$ cat src/rtl/viz_pkg.sv
// Shared constants and state encoding for the audio level visualiser.
package viz_pkg;
   localparam int LVL_W      = 4;
   localparam int SAMPLE_MID = 512;
   localparam int AMP_W      = 9;

   typedef enum logic [1:0] {IDLE, ACCUM, EVAL} state_t;
endpackage

$ cat src/rtl/peak_detect.sv
// Per-window peak amplitude tracker: |sample - mid| saturated, running max and sample count.
module peak_detect
   import viz_pkg::*;
#(
   parameter int WINDOW = 1024
) (
   input  logic             clk,
   input  logic             reset,
   input  logic             i_accept,
   input  logic             i_restart,
   input  logic [9:0]       i_sample,
   output logic [LVL_W-1:0] o_wlvl,
   output logic             o_full
);
   logic [9:0]       w_diff;
   logic [AMP_W-1:0] w_amp;
   logic [AMP_W-1:0] r_win_max;
   logic [15:0]      r_cnt;

   always_comb begin
      if (i_sample >= 10'(SAMPLE_MID)) w_diff = i_sample - 10'(SAMPLE_MID);
      else                             w_diff = 10'(SAMPLE_MID) - i_sample;
   end

   // Only sample 0 reaches 512; clamp so the max fits in 9 bits.
   assign w_amp  = (w_diff > 10'd511) ? 9'd511 : w_diff[AMP_W-1:0];
   assign o_wlvl = r_win_max[AMP_W-1 -: LVL_W];
   assign o_full = i_accept && (r_cnt == 16'(WINDOW - 1));

   always_ff @(posedge clk) begin
      if (reset) begin
         r_win_max <= '0;
         r_cnt     <= '0;
      end else if (i_restart) begin
         // A sample arriving during evaluation seeds the next window.
         r_win_max <= i_accept ? w_amp : '0;
         r_cnt     <= i_accept ? 16'd1 : 16'd0;
      end else if (i_accept) begin
         if (w_amp > r_win_max) r_win_max <= w_amp;
         r_cnt <= r_cnt + 16'd1;
      end
   end
endmodule

$ cat src/rtl/level_sequencer.sv
// Window FSM, peak hold/decay and frame-synchronous display level register.
module level_sequencer
   import viz_pkg::*;
#(
   parameter int WINDOW       = 1024,
   parameter int HOLD_WINDOWS = 4
) (
   input  logic             clk,
   input  logic             reset,
   input  logic             sample_valid,
   input  logic [9:0]       wave_sample,
   input  logic             freeze,
   input  logic             frame_start,
   output logic [LVL_W-1:0] lvl1,
   output logic             lvl_update,
   output logic             win_done
);
   state_t           r_state;
   logic [LVL_W-1:0] r_held;
   logic [3:0]       r_hold_cnt;
   logic [LVL_W-1:0] w_wlvl;
   logic             w_full;
   logic             w_accept;
   logic             w_eval;

   assign w_accept = sample_valid && !freeze;
   assign w_eval   = (r_state == EVAL) && !freeze;
   assign win_done = w_eval;

   peak_detect #(.WINDOW(WINDOW)) u_pd (
      .clk       (clk),
      .reset     (reset),
      .i_accept  (w_accept),
      .i_restart (w_eval),
      .i_sample  (wave_sample),
      .o_wlvl    (w_wlvl),
      .o_full    (w_full)
   );

   always_ff @(posedge clk) begin
      if (reset) begin
         r_state <= IDLE;
      end else begin
         case (r_state)
            IDLE:    if (w_accept) r_state <= ACCUM;
            ACCUM:   if (w_full)   r_state <= EVAL;
            EVAL:    if (!freeze)  r_state <= ACCUM;
            default: r_state <= IDLE;
         endcase
      end
   end

   always_ff @(posedge clk) begin
      if (reset) begin
         r_held     <= '0;
         r_hold_cnt <= '0;
      end else if (w_eval) begin
         if (w_wlvl >= r_held) begin
            r_held     <= w_wlvl;
            r_hold_cnt <= 4'(HOLD_WINDOWS);
         end else if (r_hold_cnt != 4'd0) begin
            r_hold_cnt <= r_hold_cnt - 4'd1;
         end else begin
            r_held <= ((r_held - 4'd1) > w_wlvl) ? (r_held - 4'd1) : w_wlvl;
         end
      end
   end

   // Loads the pre-update held value when a frame and an evaluation coincide.
   always_ff @(posedge clk) begin
      if (reset) begin
         lvl1       <= '0;
         lvl_update <= 1'b0;
      end else begin
         lvl_update <= frame_start && !freeze;
         if (frame_start && !freeze) lvl1 <= r_held;
      end
   end
endmodule
$ cat config.mk
export PLATFORM = sky130hd
export DESIGN_NAME = level_sequencer
export DESIGN_NICKNAME = d
export VERILOG_FILES = /design/src/rtl/viz_pkg.sv /design/src/rtl/peak_detect.sv /design/src/rtl/level_sequencer.sv
export SDC_FILE = /design/constraint.sdc
export NUM_CORES = 1
export LEC_CHECK = 0
export ABC_AREA = 0
export CORE_MARGIN = 2
export CORE_UTILIZATION = 60
export DETAILED_ROUTE_END_ITERATION = 10
export GPL_ROUTABILITY_DRIVEN = 1
export GPL_TIMING_DRIVEN = 0
export PLACE_DENSITY = 0.82
export SYNTH_ARGS = -nofsm -noshare
export SYNTH_HDL_FRONTEND = slang
export SYNTH_HIERARCHICAL = 1
export SYNTH_SLANG_ARGS = --single-unit
$ cat constraint.sdc
create_clock -name clk -period 8.38 [get_ports clk]
set_input_delay 1.676 -clock clk [delete_from_list [all_inputs] [get_ports clk]]
set_output_delay 1.676 -clock clk [all_outputs]
set_load 0.05 [all_outputs]
==> impl_metrics.tcl <==
set metrics [dict create \
    slew-limit-headroom 0.603 \
    clkLatencyLatePin_ns 0.30 \
    syn_inst 292 \
    die_h_um 67.9 \
    ctsHoldBuffers 0 \
    worstRegToRegCells 9 \
    clockRootBuffer "clkbuf_8" \
    synth_top_area_cell "dfxtp_1" \
    place_hpwl_um 3430 \
    synth-seq-area-share 0.327 \
    p_leak_nw 1.08 \
    fp.dieW_um 67.9 \
    r2r_setup_slack_ns 6.06 \
    synth_area_mm2 0.00245 \
    dr_total_vias 2038 \
    htree_levels 2 \
    port_buffers 20 \
    async_reset_ff_frac 0 \
    max_freq_mhz 193 \
    cts_setup_buffers 0 \
    clk_pin_slew_worst_paths_ns 0.08 \
    mostFrequentLayoutCell "nor2_1" \
    hold_depth 1 \
    avgSynthCellArea_um2 8.38 \
    num-fill-cells 328 \
    via_per_inst 5.51 \
    yosys.area.top_type_share 0.327 \
    area_growth_pct 14.3 \
    start_util 0.616 \
    ant_nets 0 \
    rsz0062_at_grt "false" \
    grt_pass1_vias 1770 \
    wirelength_um 4490 \
    wl_per_cell_um 12.1 \
    powerDensity_mw_per_mm2 140 \
    met2_usage 0.366 \
    clock-sinks 40 \
    slew_viol_final 0 \
    synth-edff-count 0 \
    grt_max_degree 14 \
    drtPass1Iterations 4 \
    drc 0 \
    crit_fanout 10 \
    cts_made_buffers 5 \
    ys.warnings.count 6 \
    row_count 23 \
    min_period_ns 5.17 \
    grt_use_met1 0.268 \
    drive_gt1_frac 0.0938 \
    cp.arrival_ns 3.50 \
    critPathKind "in -> out" \
    grt_overflow 0 \
    max-clock-path-buffers 2 \
    gp_congestion 0.805 \
    cap_violations 0 \
    start_kind "primary input" \
    ios 21 \
    worstMarginPinSlew_ns 0.591 \
    ys.flop_type "dfxtp_1" \
    cp_data_required_time_ns 6.70 \
    worstReg2RegStart "r_held[0]" \
    worstHoldEndpoint "u_pd/r_win_max[3]" \
    grt_pass1_wl_um 7630 \
    power.total_w 0.000391 \
    reg2reg_to "r_held[0]" \
    synth_area_leaders "dfxtp_1 33%, ha_1 11%, nor2_1 6.3%, inv_1 4.8%, xor2_1 3.9%" \
    hold_class "reg -> reg" \
    grt.busiest_layer "met2" \
    finalClockSkew_ns 0.00917 \
    globalRouteMet3Util 0.0609 \
    end_kind "output port" \
    min_from "u_pd/r_win_max[3]" \
    setup_viol 0 \
    synth_seq_cells 40 \
    cts_tree "built" \
    synthDistinctLibCells 53 \
    hold_viol_final 0 \
    layout.nets 355 \
    fp.dieArea_mm2 0.00461 \
    syn_nets 328 \
    final_cell_mix "41 x nor2_1, 40 x dfxtp_1, 31 x inv_1" \
    period_share 0.617 \
    status "completed" \
    grt.total_usage 0.220 \
    cts-resized-gates 0 \
    final.setup.tns_ns 0 \
    core_mm2 0.00397 \
    antenna_found_initial 0 \
    antenna_cells 0 \
    drtIter0Drc 93 \
    ir_drop_mv 0.109 \
]
==> layer usage <==
layer  routed length (µm)  share of wire  vias to the layer above
li1                     -              -                     1063
met1                 2120           0.47                      929
met2                 2100           0.47                       39
met3                  182          0.041                        7
met4                   78          0.017                        0
met5                    0              0                        -
==> registers in the layout, indices dropped and copies added, names as in the netlist <==
| signal | cells |
|---|---|
| r_held | 4 |
| r_state | 2 |
| u_pd/r_cnt | 16 |
| lvl1 | 4 |
| u_pd/r_win_max | 9 |
| lvl_update | 1 |
| r_hold_cnt | 4 |
==> logic make-up (layout without fill, tap and decap cells) <==
| family | after synthesis | count (layout) | synth area share |
|---|---|---|---|
| AO/OA/AOI/OAI | 57 | 57 | 0.164 |
| adder cells (fa/ha/maj) | 21 | 21 | 0.107 |
| AND/OR/NAND/NOR | 107 | 107 | 0.230 |
| XOR/XNOR | 19 | 19 | 0.0680 |
| buffers and inverters | 43 | 71 | 0.0828 |
| multiplexers | 5 | 5 | 0.0205 |
| flip-flops | 40 | 40 | 0.327 |
==> area by class of cell <==
class	count	area, µm²	area share
well taps	50	62.6	0.0224
plain buffers	11	82.6	0.0295
clock inverters	3	18.8	0.00671
clock buffers	5	68.8	0.0246
repair buffers	20	200	0.0716
multi-input cells	209	1440	0.516
flip-flops and latches	40	801	0.286
inverters	32	120	0.0429
==> worst max-delay path: stages <==
cell	delay [ns]
clkdlybuf4s50_1	0.50
nor3b_4	0.43
clkdlybuf4s50_1	0.88
==> how the worst max path moves through the flow <==
stage / start / endpoint / depth (start not counted)
after floorplan: wave_sample[0] / u_pd/r_win_max[0] / 13
after global placement: freeze / win_done / 3
after detailed placement: freeze / win_done / 3
after CTS: freeze / win_done / 3
after global routing: freeze / win_done / 3
final: freeze / win_done / 3
==> per-stage QoR <==
step | hold WS [ns] | instances | worst slack (ns) | utilization | cell area [µm²]
finish | 0.477 | 370 | 3.21 | 0.704 | 2800
global route | 0.507 | 370 | 3.11 | 0.704 | 2800
CTS | 0.480 | 370 | 3.18 | 0.704 | 2800
detailed placement | 0.462 | 362 | 3.21 | 0.682 | 2710
global placement | 0.458 | 362 | 3.22 | 0.682 | 2710
floorplan | 0.442 | 292 | 4.37 | - | 2450
==> cell usage after synthesis, types with 2 or more instances <==
cell type  instances
nand2b_1           2
mux2i_1            5
o211ai_1           2
o21ai_0            7
xnor2_1            8
a22oi_1            2
buf_6              2
nor2_1            41
nand2_1           16
o21ai_1            2
nor3_1             7
nand3_1            9
dfxtp_1           40
clkbuf_1           3
nand4_1            7
xor2_1            11
inv_1             31
o21a_1             2
buf_4              4
nor3b_1            2
o2111ai_1          2
ha_1              21
or3_1              6
and3_1             3
nor2b_1            3
a21oi_1           17
a22o_1             9
nor3b_2            2
nand3b_1           2
==> report_power, final <==
part / switching (W) / internal, W
logic: 0.0000348 / 0.0000314
clock network: 0.0000700 / 0.0000580
registers: 0.00000290 / 0.000194
Power figures use the tool's default switching activity.
